`config.mk`:
```
export PLATFORM = sky130hd
export DESIGN_NAME = stopwatch_io
export DESIGN_NICKNAME = d
export VERILOG_FILES = /design/src/rtl/stopwatch_io.sv
export SDC_FILE = /design/constraint.sdc
export NUM_CORES = 1
export LEC_CHECK = 0
export ABC_AREA = 1
export CAP_MARGIN = 20
export CORE_MARGIN = 5
export CORE_UTILIZATION = 30
export CTS_CLUSTER_DIAMETER = 150
export DETAILED_ROUTE_END_ITERATION = 10
export GPL_TIMING_DRIVEN = 0
export PLACE_DENSITY = 0.43
export SLEW_MARGIN = 20
export SYNTH_ARGS = -nofsm -noshare
export SYNTH_HDL_FRONTEND = slang
export SYNTH_SLANG_ARGS = --single-unit
```
`constraint.sdc`:
```
create_clock -name clk -period 18.38 [get_ports clk]
set_input_delay 3.676 -clock clk [delete_from_list [all_inputs] [get_ports clk]]
set_output_delay 3.676 -clock clk [all_outputs]
set_load 0.01 [all_outputs]
```
`src/rtl/stopwatch_io.sv`:
```
// stopwatch_io: tick dividers, button debouncers and a multiplexed MM:SS 7-segment driver.
module stopwatch_io #(
    parameter int DIV_1HZ   = 100_000_000,
    parameter int DIV_2HZ   = 50_000_000,
    parameter int DIV_5HZ   = 20_000_000,
    parameter int SCAN_BITS = 18,
    parameter int DB_CYCLES = 1_000_000
) (
    input  logic        clk,
    input  logic        rst,
    input  logic        btn_reset_raw,
    input  logic        btn_pause_raw,
    input  logic [12:0] seconds,
    input  logic        adj,
    input  logic [1:0]  sel,
    output logic        tick_1hz,
    output logic        tick_2hz,
    output logic        tick_5hz,
    output logic        btn_reset,
    output logic        btn_pause,
    output logic [6:0]  seg,
    output logic        dp,
    output logic [3:0]  an
);
    localparam int DBW = $clog2(DB_CYCLES + 1);

    logic [26:0]          c1;
    logic [25:0]          c2, c5;
    logic                 blink;
    logic [SCAN_BITS-1:0] scan;
    logic [1:0]           raw, db;

    always_ff @(posedge clk or negedge rst) begin
        if (!rst) begin
            c1       <= '0;
            c2       <= '0;
            c5       <= '0;
            tick_1hz <= 1'b0;
            tick_2hz <= 1'b0;
            tick_5hz <= 1'b0;
            blink    <= 1'b0;
            scan     <= '0;
        end else begin
            c1       <= (c1 == 27'(DIV_1HZ - 1)) ? '0 : c1 + 27'd1;
            c2       <= (c2 == 26'(DIV_2HZ - 1)) ? '0 : c2 + 26'd1;
            c5       <= (c5 == 26'(DIV_5HZ - 1)) ? '0 : c5 + 26'd1;
            tick_1hz <= c1 == 27'(DIV_1HZ - 1);
            tick_2hz <= c2 == 26'(DIV_2HZ - 1);
            tick_5hz <= c5 == 26'(DIV_5HZ - 1);
            blink    <= blink ^ tick_2hz;
            scan     <= scan + SCAN_BITS'(1);
        end
    end

    assign raw = {btn_pause_raw, btn_reset_raw};

    for (genvar b = 0; b < 2; b++) begin : g_db
        logic           s1, s2, q;
        logic [DBW-1:0] cnt;
        // The count only advances while the synchronized input disagrees with the accepted level
        always_ff @(posedge clk or negedge rst) begin
            if (!rst) begin
                s1  <= 1'b0;
                s2  <= 1'b0;
                q   <= 1'b0;
                cnt <= '0;
            end else begin
                s1 <= raw[b];
                s2 <= s1;
                if (s2 != q) begin
                    if (cnt == DBW'(DB_CYCLES - 1)) begin
                        q   <= s2;
                        cnt <= '0;
                    end else begin
                        cnt <= cnt + DBW'(1);
                    end
                end else begin
                    cnt <= '0;
                end
            end
        end
        assign db[b] = q;
    end

    assign btn_reset = db[0];
    assign btn_pause = db[1];

    function automatic logic [6:0] seg_code(input logic [3:0] d);
        case (d)
            4'd0:    seg_code = 7'b1000000;
            4'd1:    seg_code = 7'b1111001;
            4'd2:    seg_code = 7'b0100100;
            4'd3:    seg_code = 7'b0110000;
            4'd4:    seg_code = 7'b0011001;
            4'd5:    seg_code = 7'b0010010;
            4'd6:    seg_code = 7'b0000010;
            4'd7:    seg_code = 7'b1111000;
            4'd8:    seg_code = 7'b0000000;
            4'd9:    seg_code = 7'b0010000;
            default: seg_code = 7'h7F;
        endcase
    endfunction

    logic [1:0] idx;
    logic       sat, blank;
    logic [6:0] m;
    logic [5:0] s;
    logic [3:0] dig;

    assign idx = scan[SCAN_BITS-1 -: 2];

    // Counts of 100 minutes or more pin the display at 99:59
    always_comb begin
        sat   = seconds >= 13'd6000;
        m     = sat ? 7'd99 : 7'(seconds / 13'd60);
        s     = sat ? 6'd59 : 6'(seconds % 13'd60);
        dig   = idx == 2'd3 ? 4'(m / 7'd10) :
                idx == 2'd2 ? 4'(m % 7'd10) :
                idx == 2'd1 ? 4'(s / 6'd10) : 4'(s % 6'd10);
        blank = adj && blink && (idx == sel);
        seg   = blank ? 7'h7F : seg_code(dig);
        dp    = blank || (idx != 2'd2);
        an    = ~(4'b0001 << idx);
    end
endmodule

```
==> impl_metrics.json <==
{
  "rsz0062_at_grt": "false",
  "cts_max_level": 4,
  "cts_resized": 0,
  "wl_per_cell_um": 11.2,
  "critPathMaxFanout": 6,
  "swShare": 0.335,
  "synth_area_mm2": 0.00879,
  "p_sw_uw": 360,
  "worstHoldStart": "g_db[0].s1",
  "nNetsFinal": 1241,
  "reg2reg_from": "c1[0]",
  "cp-startpoint": "seconds[10]",
  "timing.rr.end": "c1[24]",
  "clk_pin_slew_worst_paths_ns": 0.06,
  "finalHoldViolCount": 0,
  "tns_ns": 0,
  "n_antenna_cell": 0,
  "fp.dieH_um": 181,
  "fin_crit_sh": 0.723,
  "synthCells": 1149,
  "timing.max_cap.violations": 0,
  "first_iter_violations": 285,
  "clock-sinks": 147,
  "routed_wl_um": 17900,
  "clk_latency_ns": 0.43,
  "synth_cell_types": 50,
  "yosys_warnings": 0,
  "status": "finished, final reports clean",
  "synth_xor_area_frac": 0.0657,
  "r2r_setup_slack_ns": 15.46,
  "slowest_delay_ns": 0.51,
  "synth_area_leader_cell": "dfrtp_1",
  "grt_max_degree": 57,
  "synth-edff-count": 0,
  "reg2reg_depth": 15,
  "antenna_found_initial": 0,
  "place.gp.congestion": 0.777,
  "cp.required_ns": 14.70,
  "p_leak_uw": 0.00493,
  "syn_to_final_growth_pct": 17.7,
  "die_area_mm2": 0.0328,
  "antenna_left": 0,
  "synth.mux.area_fraction": 0.00256,
  "synth_top_family_by_area": "simple AND/OR/NAND/NOR gates",
  "pin_count": 37,
  "multi_input_area_mm2": 0.00436,
  "fmax_ghz": 0.0752,
  "power_frac_seq": 0.304,
  "holdPathStages": 0,
  "syn_nets": 1183,
  "synth_common_cells": "nand2_1 (199), inv_1 (185), dfrtp_1 (147), nor2_1 (132), nand3_1 (107)",
  "hold_path.class": "reg2reg",
  "clkPwrFrac": 0.350,
  "cts_tree": "done",
  "tightest_slew_ns": 0.651,
  "dr_total_vias": 7186,
  "synth_simple_gate_area_frac": 0.332,
  "hpwl_um": 13600,
  "core_area_mm2": 0.0289,
  "post-cts-setup-buffers": 0,
  "cpMostUsedCell": "nand2_2",
  "portBuffers": 36,
  "drc": 0,
  "crit_type": "in2out",
  "firstDrtPassIters": 5,
  "grt-ovfl-total": 0,
  "cts_hold_buf": 0,
  "cts_buffers": 17,
  "via_per_inst": 4.48,
  "internal_power_uw": 713,
  "power_density_mw_per_mm2": 104,
  "track_usage": 0.114,
  "grt_pass1_wl_um": 32300,
  "start_kind": "primary input",
  "maxSlewViolCount": 0,
  "post-synth-top-count-cell": "nand2_1",
  "setup_viol": 0,
  "ys_seq_area_frac": 0.418,
  "row_count": 62,
  "vdd_drop_max_mv": 0.0685,
  "area.sequential_mm2": 0.00368,
  "ys_ff_latch": 147,
  "synth.avg_cell_area_um2": 7.65,
  "synthAdderAreaFrac": 0.0199,
  "cts-root-buf": "clkbuf_16",
  "cp_slowest_cell": "clkdlybuf4s50_1",
  "synth.top_cells.by_area": "dfrtp_1 (42%), nand2_1 (8.5%), inv_1 (7.9%)",
  "min_to": "g_db[0].s2",
  "endpoint_kind": "output pin",
  "slew-limit-headroom": 0.566,
  "min_period_ns": 13.29,
  "initial_utilization": 0.305,
  "arrival_ns": 9.62,
  "p_total_uw": 1070,
  "nFillCells": 3085,
  "drive_gt1_frac": 0.0910,
  "combPwrFrac": 0.346,
  "grt_pass1_vias": 7114,
  "synth-main-ff-cell": "dfrtp_1",
  "synth_compound_area_frac": 0.0750,
  "clk_path_buf_depth": 2,
  "worst_clock_skew_ns": 0.0128,
  "async_reset_ff_frac": 1.00,
  "synth_top_area_share": 0.418,
  "die_w_um": 181
}
[kinds of logic (layout without fill, tap and decap cells)]
logic type,after synthesis,count (layout)
simple gates,609,609
mux,2,2
xor+xnor,66,66
compound gates,109,109
buf+inv,202,273
fa+ha+maj,14,14
flops,147,147
[per-layer routing]
layer | global-route usage | share of wire
met5 | 0 | 0
met3 | 0.0197 | 0.022
met1 | 0.151 | 0.50
met2 | 0.187 | 0.46
met4 | 0.0411 | 0.015
[worst max path at each step]
stage,endpoint
4_1_cts,seg[3]
6_report,seg[3]
5_1_grt,seg[3]
3_5_place_dp,seg[3]
3_3_place_gp,seg[3]
2_1_floorplan,seg[3]
[registers in the layout, summed over array words and instances (netlist names)]
signal     count
blink          1
btn_pause      1
btn_reset      1
c1            27
c2            26
c5            26
g_db.cnt      40
g_db.s1        2
g_db.s2        2
scan          18
tick_1hz       1
tick_2hz       1
tick_5hz       1
[per-stage QoR]
step,cell area [um2],hold WS [ns],instances,utilization,worst slack [ns]
3_5_place_dp,9710,0.337,1572,0.336,5.06
5_1_grt,10300,0.371,1604,0.359,4.34
2_1_floorplan,8790,0.331,1149,-,6.81
6_report,10300,0.350,1604,0.359,5.09
3_3_place_gp,9640,0.333,1569,0.334,5.00
4_1_cts,10300,0.352,1604,0.359,5.01
[worst max-delay path: cells and delay by family]
family	cells	cell delay, ns
simple gates	37	3.83
buf+inv	6	1.30
fa+ha+maj	2	0.47
compound gates	1	0.31
[power by group through the flow]
| stage | clock, uW | sequential [uW] | combinational, uW |
|---|---|---|---|
| global placement | 0 | 332 | 378 |
| floorplan | 0 | 332 | 251 |
| detailed placement | 0 | 332 | 376 |
| CTS | 389 | 326 | 379 |
| finish | 375 | 326 | 372 |
| global route | 400 | 326 | 426 |
[cell type report]
| class | instances | area share |
|---|---|---|
| Clock inverter | 14 | 0.0195 |
| Inverter | 197 | 0.0715 |
| Sequential cell | 147 | 0.356 |
| Buffer | 5 | 0.00181 |
| Clock buffer | 18 | 0.0424 |
| Timing Repair Buffer | 39 | 0.0411 |
| Multi-Input combinational cell | 800 | 0.422 |
| Tap cell | 384 | 0.0464 |
[layout by cell type, fill, tap and decap left out, types with 17 or more instances in the layout]
master,n
a21oi_1,50
clkbuf_16,17
clkdlybuf4s50_1,35
dfrtp_1,147
inv_1,185
nand2_1,199
nand2_2,27
nand3_1,107
nand4_1,30
nor2_1,132
nor3_1,44
nor4_1,18
o21ai_0,19
xnor2_1,17
xor2_1,49
No activity file was read; power rests on OpenSTA's default activity.
